**src/rtl/counter_arb_pkg.sv**
```systemverilog
// counter_arb_pkg: shared constants for the counter arbiter.
// State encoding, default sizes and the state register width.
package counter_arb_pkg;

    localparam int STATE_W       = 2;
    localparam int DEFAULT_N_REQ = 4;
    localparam int DEFAULT_CNT_W = 8;

    localparam logic [STATE_W-1:0] ST_IDLE  = 2'd0;
    localparam logic [STATE_W-1:0] ST_CLEAR = 2'd1;
    localparam logic [STATE_W-1:0] ST_RUN   = 2'd2;
    localparam logic [STATE_W-1:0] ST_DONE  = 2'd3;

endpackage

```
**src/rtl/rr_arbiter.sv**
```systemverilog
// rr_arbiter: combinational round-robin pick.
// Searches from ptr upward (wrapping) and returns the first requester
// found as a one-hot grant, its index and an any-request flag.
module rr_arbiter
    import counter_arb_pkg::*;
#(
    parameter int N_REQ = DEFAULT_N_REQ,
    localparam int IDX_W = $clog2(N_REQ)
) (
    input  logic [N_REQ-1:0] req,
    input  logic [IDX_W-1:0] ptr,
    output logic [N_REQ-1:0] grant,
    output logic [IDX_W-1:0] idx,
    output logic             any
);

    // Scan requesters in rotated order; first hit wins.
    always_comb begin
        int j;
        grant = '0;
        idx   = '0;
        any   = 1'b0;
        j     = 0;
        for (int i = 0; i < N_REQ; i++) begin
            j = int'(ptr) + i;
            if (j >= N_REQ) begin
                j = j - N_REQ;
            end
            if (!any && req[j]) begin
                any      = 1'b1;
                idx      = j[IDX_W-1:0];
                grant[j] = 1'b1;
            end
        end
    end

endmodule

```
**src/rtl/counter_arbiter.sv**
```systemverilog
// counter_arbiter: shares one counter among N_REQ requesters.
// Each grant clears the counter, drives valid for exactly req_len cycles,
// then pulses done to the winner. Optional watchdog abort is enabled by
// defining COUNTER_ARB_TIMEOUT_EN (adds the err port).
module counter_arbiter
    import counter_arb_pkg::*;
#(
    parameter int N_REQ   = DEFAULT_N_REQ,
    parameter int CNT_W   = DEFAULT_CNT_W,
    parameter int TIMEOUT = 16
) (
    input  logic                   clk,
    input  logic                   rst,
    input  logic [N_REQ-1:0]       req,
    input  logic [N_REQ*CNT_W-1:0] req_len,
    output logic [N_REQ-1:0]       gnt,
    output logic [N_REQ-1:0]       done,
    output logic                   cnt_rst,
    output logic                   cnt_valid,
    input  logic [CNT_W-1:0]       cnt_count
`ifdef COUNTER_ARB_TIMEOUT_EN
    ,
    output logic [N_REQ-1:0]       err
`endif
);

    localparam int IDX_W = $clog2(N_REQ);

    logic [STATE_W-1:0] state_reg, state_next;
    logic [IDX_W-1:0]   ptr_reg;
    logic [IDX_W-1:0]   gidx_reg;
    logic [N_REQ-1:0]   gnt_reg;
    logic [CNT_W-1:0]   tgt_reg;

    logic [N_REQ-1:0]   arb_grant;
    logic [IDX_W-1:0]   arb_idx;
    logic               arb_any;
    logic               run_hit;
    logic               wd_expire;
    logic               aborted;

    rr_arbiter #(.N_REQ(N_REQ)) u_rr (
        .req   (req),
        .ptr   (ptr_reg),
        .grant (arb_grant),
        .idx   (arb_idx),
        .any   (arb_any)
    );

    assign run_hit = (cnt_count == tgt_reg);

`ifdef COUNTER_ARB_TIMEOUT_EN
    logic [CNT_W:0] wd_reg;
    logic [CNT_W:0] wd_limit;
    logic           abort_reg;

    assign wd_limit  = {1'b0, tgt_reg} + (CNT_W+1)'(TIMEOUT);
    // Expire on the RUN cycle that brings the watchdog to tgt+TIMEOUT.
    assign wd_expire = (state_reg == ST_RUN) && !run_hit &&
                       ((wd_reg + (CNT_W+1)'(1)) == wd_limit);
    assign aborted   = abort_reg;

    // Watchdog: cleared per transaction, counts RUN cycles, remembers an abort.
    always_ff @(posedge clk) begin
        if (rst) begin
            wd_reg    <= '0;
            abort_reg <= 1'b0;
        end else if (state_reg == ST_CLEAR) begin
            wd_reg    <= '0;
            abort_reg <= 1'b0;
        end else if (state_reg == ST_RUN) begin
            wd_reg <= wd_reg + (CNT_W+1)'(1);
            if (wd_expire) begin
                abort_reg <= 1'b1;
            end
        end
    end

    assign err = (!rst && state_reg == ST_DONE && abort_reg) ? gnt_reg : '0;
`else
    assign wd_expire = 1'b0;
    assign aborted   = 1'b0;
`endif

    // Next-state decode for the IDLE/CLEAR/RUN/DONE sequence.
    always_comb begin
        state_next = state_reg;
        case (state_reg)
            ST_IDLE:  if (arb_any) state_next = ST_CLEAR;
            ST_CLEAR: state_next = (tgt_reg == '0) ? ST_DONE : ST_RUN;
            ST_RUN:   if (run_hit || wd_expire) state_next = ST_DONE;
            ST_DONE:  state_next = ST_IDLE;
            default:  state_next = ST_IDLE;
        endcase
    end

    // State, grant latch, run target and round-robin pointer.
    always_ff @(posedge clk) begin
        if (rst) begin
            state_reg <= ST_IDLE;
            ptr_reg   <= '0;
            gidx_reg  <= '0;
            gnt_reg   <= '0;
            tgt_reg   <= '0;
        end else begin
            state_reg <= state_next;
            if (state_reg == ST_IDLE && arb_any) begin
                gnt_reg  <= arb_grant;
                gidx_reg <= arb_idx;
                tgt_reg  <= req_len[arb_idx*CNT_W +: CNT_W];
            end
            if (state_reg == ST_DONE) begin
                gnt_reg <= '0;
                ptr_reg <= (gidx_reg == IDX_W'(N_REQ-1)) ? '0 : gidx_reg + IDX_W'(1);
            end
        end
    end

    assign gnt       = gnt_reg;
    assign cnt_rst   = rst | (state_reg == ST_CLEAR);
    // Valid drops combinationally the cycle the count matches, so no overshoot.
    assign cnt_valid = !rst && (state_reg == ST_RUN) && !run_hit && !wd_expire;
    assign done      = (!rst && state_reg == ST_DONE && !aborted) ? gnt_reg : '0;

endmodule

```
**config.mk**
```make
export PLATFORM = sky130hd
export DESIGN_NAME = counter_arbiter
export DESIGN_NICKNAME = d
export VERILOG_FILES = /design/src/rtl/counter_arb_pkg.sv /design/src/rtl/rr_arbiter.sv /design/src/rtl/counter_arbiter.sv
export SDC_FILE = /design/constraint.sdc
export NUM_CORES = 1
export LEC_CHECK = 0
export ABC_AREA = 0
export CAP_MARGIN = 25
export CORE_MARGIN = 2
export CORE_UTILIZATION = 44
export CTS_CLUSTER_SIZE = 16
export DETAILED_ROUTE_END_ITERATION = 8
export DONT_BUFFER_PORTS = 1
export HOLD_SLACK_MARGIN = 0.05
export PLACE_DENSITY = 0.65
export SKIP_LAST_GASP = 1
export SLEW_MARGIN = 30
export SYNTH_ARGS = -nofsm -noshare
export SYNTH_HDL_FRONTEND = slang
export SYNTH_HIERARCHICAL = 1
export SYNTH_SLANG_ARGS = --single-unit
```
**constraint.sdc**
```tcl
create_clock -name clk -period 3.5 [get_ports clk]
set_input_delay 0.7 -clock clk [delete_from_list [all_inputs] [get_ports clk]]
set_output_delay 0.7 -clock clk [all_outputs]
set_load 0.005 [all_outputs]
```
==> results of run 1 <==
[placed cells by master, fill, tap and decap left out, types with 6 or more instances in the layout]
cell	n
xnor2_1	8
dfxtp_1	18
a21oi_1	12
ha_1	14
mux4_2	9
mux2i_1	7
nand2_1	22
a22oi_1	8
nor2_1	6
inv_1	6
[power breakdown]
| part | leakage (nW) | internal, mW | switching [mW] |
|---|---|---|---|
| combinational | 0.407 | 0.250 | 0.267 |
| sequential | 0.148 | 0.269 | 0.0681 |
| clock | 0.0210 | 0.0636 | 0.0727 |
| total | 0.576 | 0.582 | 0.408 |
[metal layers]
| metal | track usage (%) | up-vias |
|---|---|---|
| li1 | - | 596 |
| met1 | 21.8 | 553 |
| met2 | 28.4 | 34 |
| met3 | 2.14 | 7 |
| met4 | 9.51 | 0 |
| met5 | 0 | - |
[critical path, stage by stage (launching register included)]
cell and delay, ns:
dfxtp_1 0.49, inv_1 0.15, ha_1 0.37, mux4_2 0.44, and2b_2 0.30, o21ai_0 0.10
o31ai_2 0.09, buf_4 0.24, mux4_2 0.52, nand2_1 0.09, a21oi_1 0.07
[cell type report]
| cell class | count | area share (%) |
|---|---|---|
| flip-flops and latches | 18 | 22.2 |
| repair buffers | 3 | 1.39 |
| clock buffers | 4 | 2.24 |
| inverters | 6 | 1.39 |
| well taps | 46 | 3.55 |
| multi-input cells | 128 | 69.2 |
[cells by family (layout without fill, tap and decap cells)]
group / Yosys count / after routing / share of synthesized area (%)
buffers and inverters: 16 / 13 / 5.29
xor gates and xnor gates: 8 / 8 / 4.49
DFF: 18 / 18 / 23.1
and+or+nand+nor: 52 / 52 / 17.6
AOI/OAI and AO/OA: 33 / 33 / 14.3
adders and majority gates: 14 / 14 / 11.2
muxes: 21 / 21 / 24.0
[through the flow]
| stage | std cells | power (mW) |
|---|---|---|
| 6_report | 205 | 0.990 |
| 5_1_grt | 205 | 1.07 |
| 4_1_cts | 205 | 0.997 |
| 3_5_place_dp | 201 | 0.861 |
| 3_3_place_gp | 201 | 0.839 |
| 2_1_floorplan | 162 | 0.781 |
[worst max path at each step]
stage | from | end | slack (ns) | cells after the start
floorplan | ptr_reg[0]$_SDFFE_PP0P_ | tgt_reg[0]$_SDFFE_PP0P_ | 0.71 | 12
global placement | req[2] | tgt_reg[0]$_SDFFE_PP0P_ | 0.57 | 7
detailed placement | req[2] | tgt_reg[0]$_SDFFE_PP0P_ | 0.52 | 7
CTS | ptr_reg[0]$_SDFFE_PP0P_ | tgt_reg[0]$_SDFFE_PP0P_ | 0.55 | 10
global route | ptr_reg[0]$_SDFFE_PP0P_ | tgt_reg[3]$_SDFFE_PP0P_ | 0.37 | 10
finish | ptr_reg[0]$_SDFFE_PP0P_ | tgt_reg[0]$_SDFFE_PP0P_ | 0.54 | 10
[synth_stat cells (all sizes together)]
cell type	n
nand2b	2
o311ai	1
nor2	6
buf	6
ha	14
and2b	1
and2	6
a22oi	8
o211ai	1
o21ai	6
a21oi	13
or2	1
a311oi	1
nor2b	1
a32o	1
nand2	22
nor3	5
clkbuf	4
inv	6
mux4	12
nand4b	2
mux2	2
o31ai	2
dfxtp	18
xnor2	8
mux2i	7
nor4	3
nand4	2
nor4b	1
==> metrics, run 1 <==
Clock transition at path regs 0.11 ns; class of the worst hold path in2reg; CTS root buf clkbuf_4; top routing layer used met4; M1 WL 1490 um; final hold viol count 0; die area 4040 um2; DRC errors left 0; Fmax achieved 338 MHz; Std-Cell Rows 21; VDD IR max 0.244 mV; dpl ws 0.520 ns; Worst-Margin Slew 0.563 ns; setup TNS 0 ns; worst-case clock buffer depth 2; net count after synthesis 222; period utilization 84.5%; 1st-pass router iterations 4; Distinct cells, synth 36; worst reg-to-reg path cell count 10; aggregate global-route resource usage 17.2%; startpoint types flip-flop; top cell type's share of synthesized area 23.1%; Rel. slew slack 62.4%; FF-to-FF setup slack 0.54 ns; Die X-Extent 63.6 um; sequential fraction of the synthesis area 23.1%; placed instance area 1590 um2; fillcell total 347; met2 wire length 1700 um; Syn-to-layout area delta 3.93%; CTS Buf Count 3; status completed; number of endpoints failing setup at the final stage 0; Hold Path Sink state_reg[0]$_SDFFE_PP0P_; ratio of cells with drive above 1 in the final layout 17.0%; WS Path Type reg2reg; worst hold stages 1; clock sinks 18; post-layout util 48.3%; crit end category flip-flop; wire length on met3 120 um; NumNets Final 220; Max Slew Vio Count 0; gpl congestion 0.797; PD cells 610 nW/um2; H-tree depth 1; post-layout min period 2.96 ns; Leak 0.576 nW; synth top area cells dfxtp_1, mux4_2, ha_1; final hold slack 0.440 ns; synthesized area per cell 9.64 um2; DR iter-0 viols 41; Crit path required time 3.71 ns; final setup skew 0.000792 ns; Syn. warnings 6; cts repair resizes 0; total number of vias 1190; hpwl dp 2730 um; effective utilization at floorplan 46.4%; largest net degree at the start of global routing 23; Worst Min Path Start rst; Arr. time, crit path 3.17 ns; antenna violations before repair 0; port buffer count 0; first-pass GRT wire length 5450 um; die height 63.6 um; Critical R2R Launch ptr_reg[0]$_SDFFE_PP0P_; diodes inserted 0; reg2reg end tgt_reg[0]$_SDFFE_PP0P_; Worst-Skew Late Latency 0.31 ns; critical-path maximum fanout 10; Yosys reg bits 18; worst setup margin 0.541 ns; wire length per cell 16.6 um; max FFs per register 8; Max Cap Viol 0; Congestion Overflow GR 0; Post-CTS Hold Buffers 0; WL final 3400 um; footprint of the multi-input gates 1120 um2; cell area after layout 1620 um2; Synth Cell Area 1560 um2; RSZ-0062 raised after global routing no; post-CTS setup buffer count 0; CTS tree yes; Syn Inst Count 162; Via density 5.80; largest area contributor in the netlist dfxtp_1; vias in the first global route 1197; core area 3360 um2; Seq. cell area 360 um2; Ports 56; Antenna Violating Nets Remaining 0
(Power assumes the default switching activity.)
==> inputs of run 2 (changes only) <==
Settings changed: PLACE_DENSITY 0.65 to 0.67.
Clock period 3.5 ns to 2.4 ns, I/O delays scaled along.
==> metrics, run 2 (synthesized netlist as in run 1, its figures left out) <==
status finished with violations; failing checks setup timing; total number of vias 1288; die area 4040 um2; Sw Ratio 38.7%; startpoint types flip-flop; DRC errors left 0; CTS tree yes; CTS root buf clkbuf_4; Clock transition at path regs 0.10 ns; crit end category flip-flop; Rel. slew slack 75.9%; most common cell after layout, fill and taps aside nand2_1; part of the power in registers 30.0%; Int Power 0.997 mW; Antenna Violating Nets Remaining 0; commonest non-fill, non-tap cells in the layout nand2_1, dfxtp_1, buf_4, ha_1; PD cells 892 nW/um2; NumNets Final 237; RSZ-0062 raised after global routing yes; Via density 5.80; post-layout min period 2.49 ns; CTS Buf Count 3; VDD IR max 0.364 mV; largest net degree at the start of global routing 23; ratio of cells with drive above 1 in the final layout 30.7%; core area 3360 um2; Arr. time, crit path 2.68 ns; wire length per cell 16.3 um; worst setup margin -0.0863 ns; effective utilization at floorplan 46.4%; gpl congestion 0.846; Std-Cell Rows 21; DR iter-0 viols 61; Crit path required time 2.60 ns; Die X-Extent 63.6 um; placed instance area 1740 um2; clock sinks 18; 1st-pass router iterations 4; setup TNS -0.327 ns; worst-case clock buffer depth 2; Ports 56; critical-path maximum fanout 6; Clk network pwr share 11.5%; Leak 0.674 nW; hpwl dp 2890 um; WS Path Type reg2reg; Worst-Margin Slew 0.357 ns; final setup skew 0.000601 ns; final hold viol count 0; antenna violations before repair 0; number of endpoints failing setup at the final stage 6; Final Power 1.63 mW; period utilization 104%; H-tree depth 1; vias in the first global route 1264; Fmax achieved 402 MHz; Congestion Overflow GR 0; aggregate global-route resource usage 18.0%; class of the worst hold path in2reg; Syn-to-layout area delta 16.8%; Cell Count, Final, Fillers Out 222; WL final 3610 um; FF-to-FF setup slack -0.09 ns; final hold slack 0.237 ns; Worst-Skew Late Latency 0.29 ns; first-pass GRT wire length 5780 um; diodes inserted 0; combinational power share 58.5%; Switch Pwr 0.630 mW; max FFs per register 8; Max Slew Vio Count 0; cell area after layout 1820 um2; port buffer count 0; Max Cap Viol 0; placed insts 215; die height 63.6 um
==> run 2: cell count changes in the layout (fill, tap and decap cells not counted), moves of 2 or more <==
| cell | delta |
|---|---|
| buf_4 | +13 |
| buf_6 | +2 |
| dfxtp_1 | -2 |
| dfxtp_4 | +2 |
| inv_1 | -2 |
| mux4_1 | -2 |
| mux4_2 | +2 |
==> run 2: area by class of cell <==
class                   instances  area [um2]
inverters                       6        27.5
repair buffers                 20         188
multi-input cells             128        1150
clock buffers                   4        36.3
flip-flops and latches         18         368
fillers                       330        1540
well taps                      46        57.6
==> run 2: routing by layer <==
layer  vias up  share of wire (%)  wire length (um)  GRT usage [%]
met4         0                2.5                92           8.42
li1        626                  -                 -              -
met2        35                 50              1810           29.6
met3        11                4.9               175           3.75
met1       616                 42              1530           22.5
met5         -                  0                 0              0
==> run 2: power by group through the flow <==
stage	clock network (mW)	logic, mW	registers (mW)
after global routing	0.203	1.05	0.505
after detailed placement	0	0.894	0.496
final	0.187	0.952	0.488
after global placement	0	0.870	0.491
after CTS	0.196	0.905	0.489
after floorplan	0	0.683	0.471
==> run 2: worst paths after layout <==
path                                                  to                startpoint  cells past startpoint
worst max-delay path             tgt_reg[1]$_SDFFE_PP0P_   ptr_reg[0]$_SDFFE_PP0P_                     10
worst min-delay path             ptr_reg[0]$_SDFFE_PP0P_                       rst                      1
worst max register to register   tgt_reg[1]$_SDFFE_PP0P_   ptr_reg[0]$_SDFFE_PP0P_                     10
worst min register to register  gidx_reg[1]$_SDFFE_PP0P_  gidx_reg[1]$_SDFFE_PP0P_                      2
==> run 2: critical path, cell delays in order, from the launching register on <==
cell,delay (ns)
dfxtp_4,0.42
inv_6,0.04
ha_4,0.26
mux4_2,0.38
and2b_2,0.27
o21ai_2,0.07
o31ai_4,0.08
clkbuf_16,0.21
mux4_2,0.51
nand2_1,0.08
a21oi_1,0.06
==> run 2: metrics by stage <==
| step | util, % | worst slack, ns |
|---|---|---|
| 2_1_floorplan | - | -0.177 |
| 3_3_place_gp | 51.7 | -0.0494 |
| 3_5_place_dp | 51.7 | -0.102 |
| 4_1_cts | 52.9 | -0.0713 |
| 5_1_grt | 54.2 | -0.174 |
| 6_report | 54.2 | -0.0863 |
==> run 2: repair_timing <==
action	4_1_cts	5_1_grt
resized for setup	1	8
setup endpoints to repair	8	16
gates cloned	0	1
hold buffers	0	0
buffers inserted	1	1
pin swaps	0	1
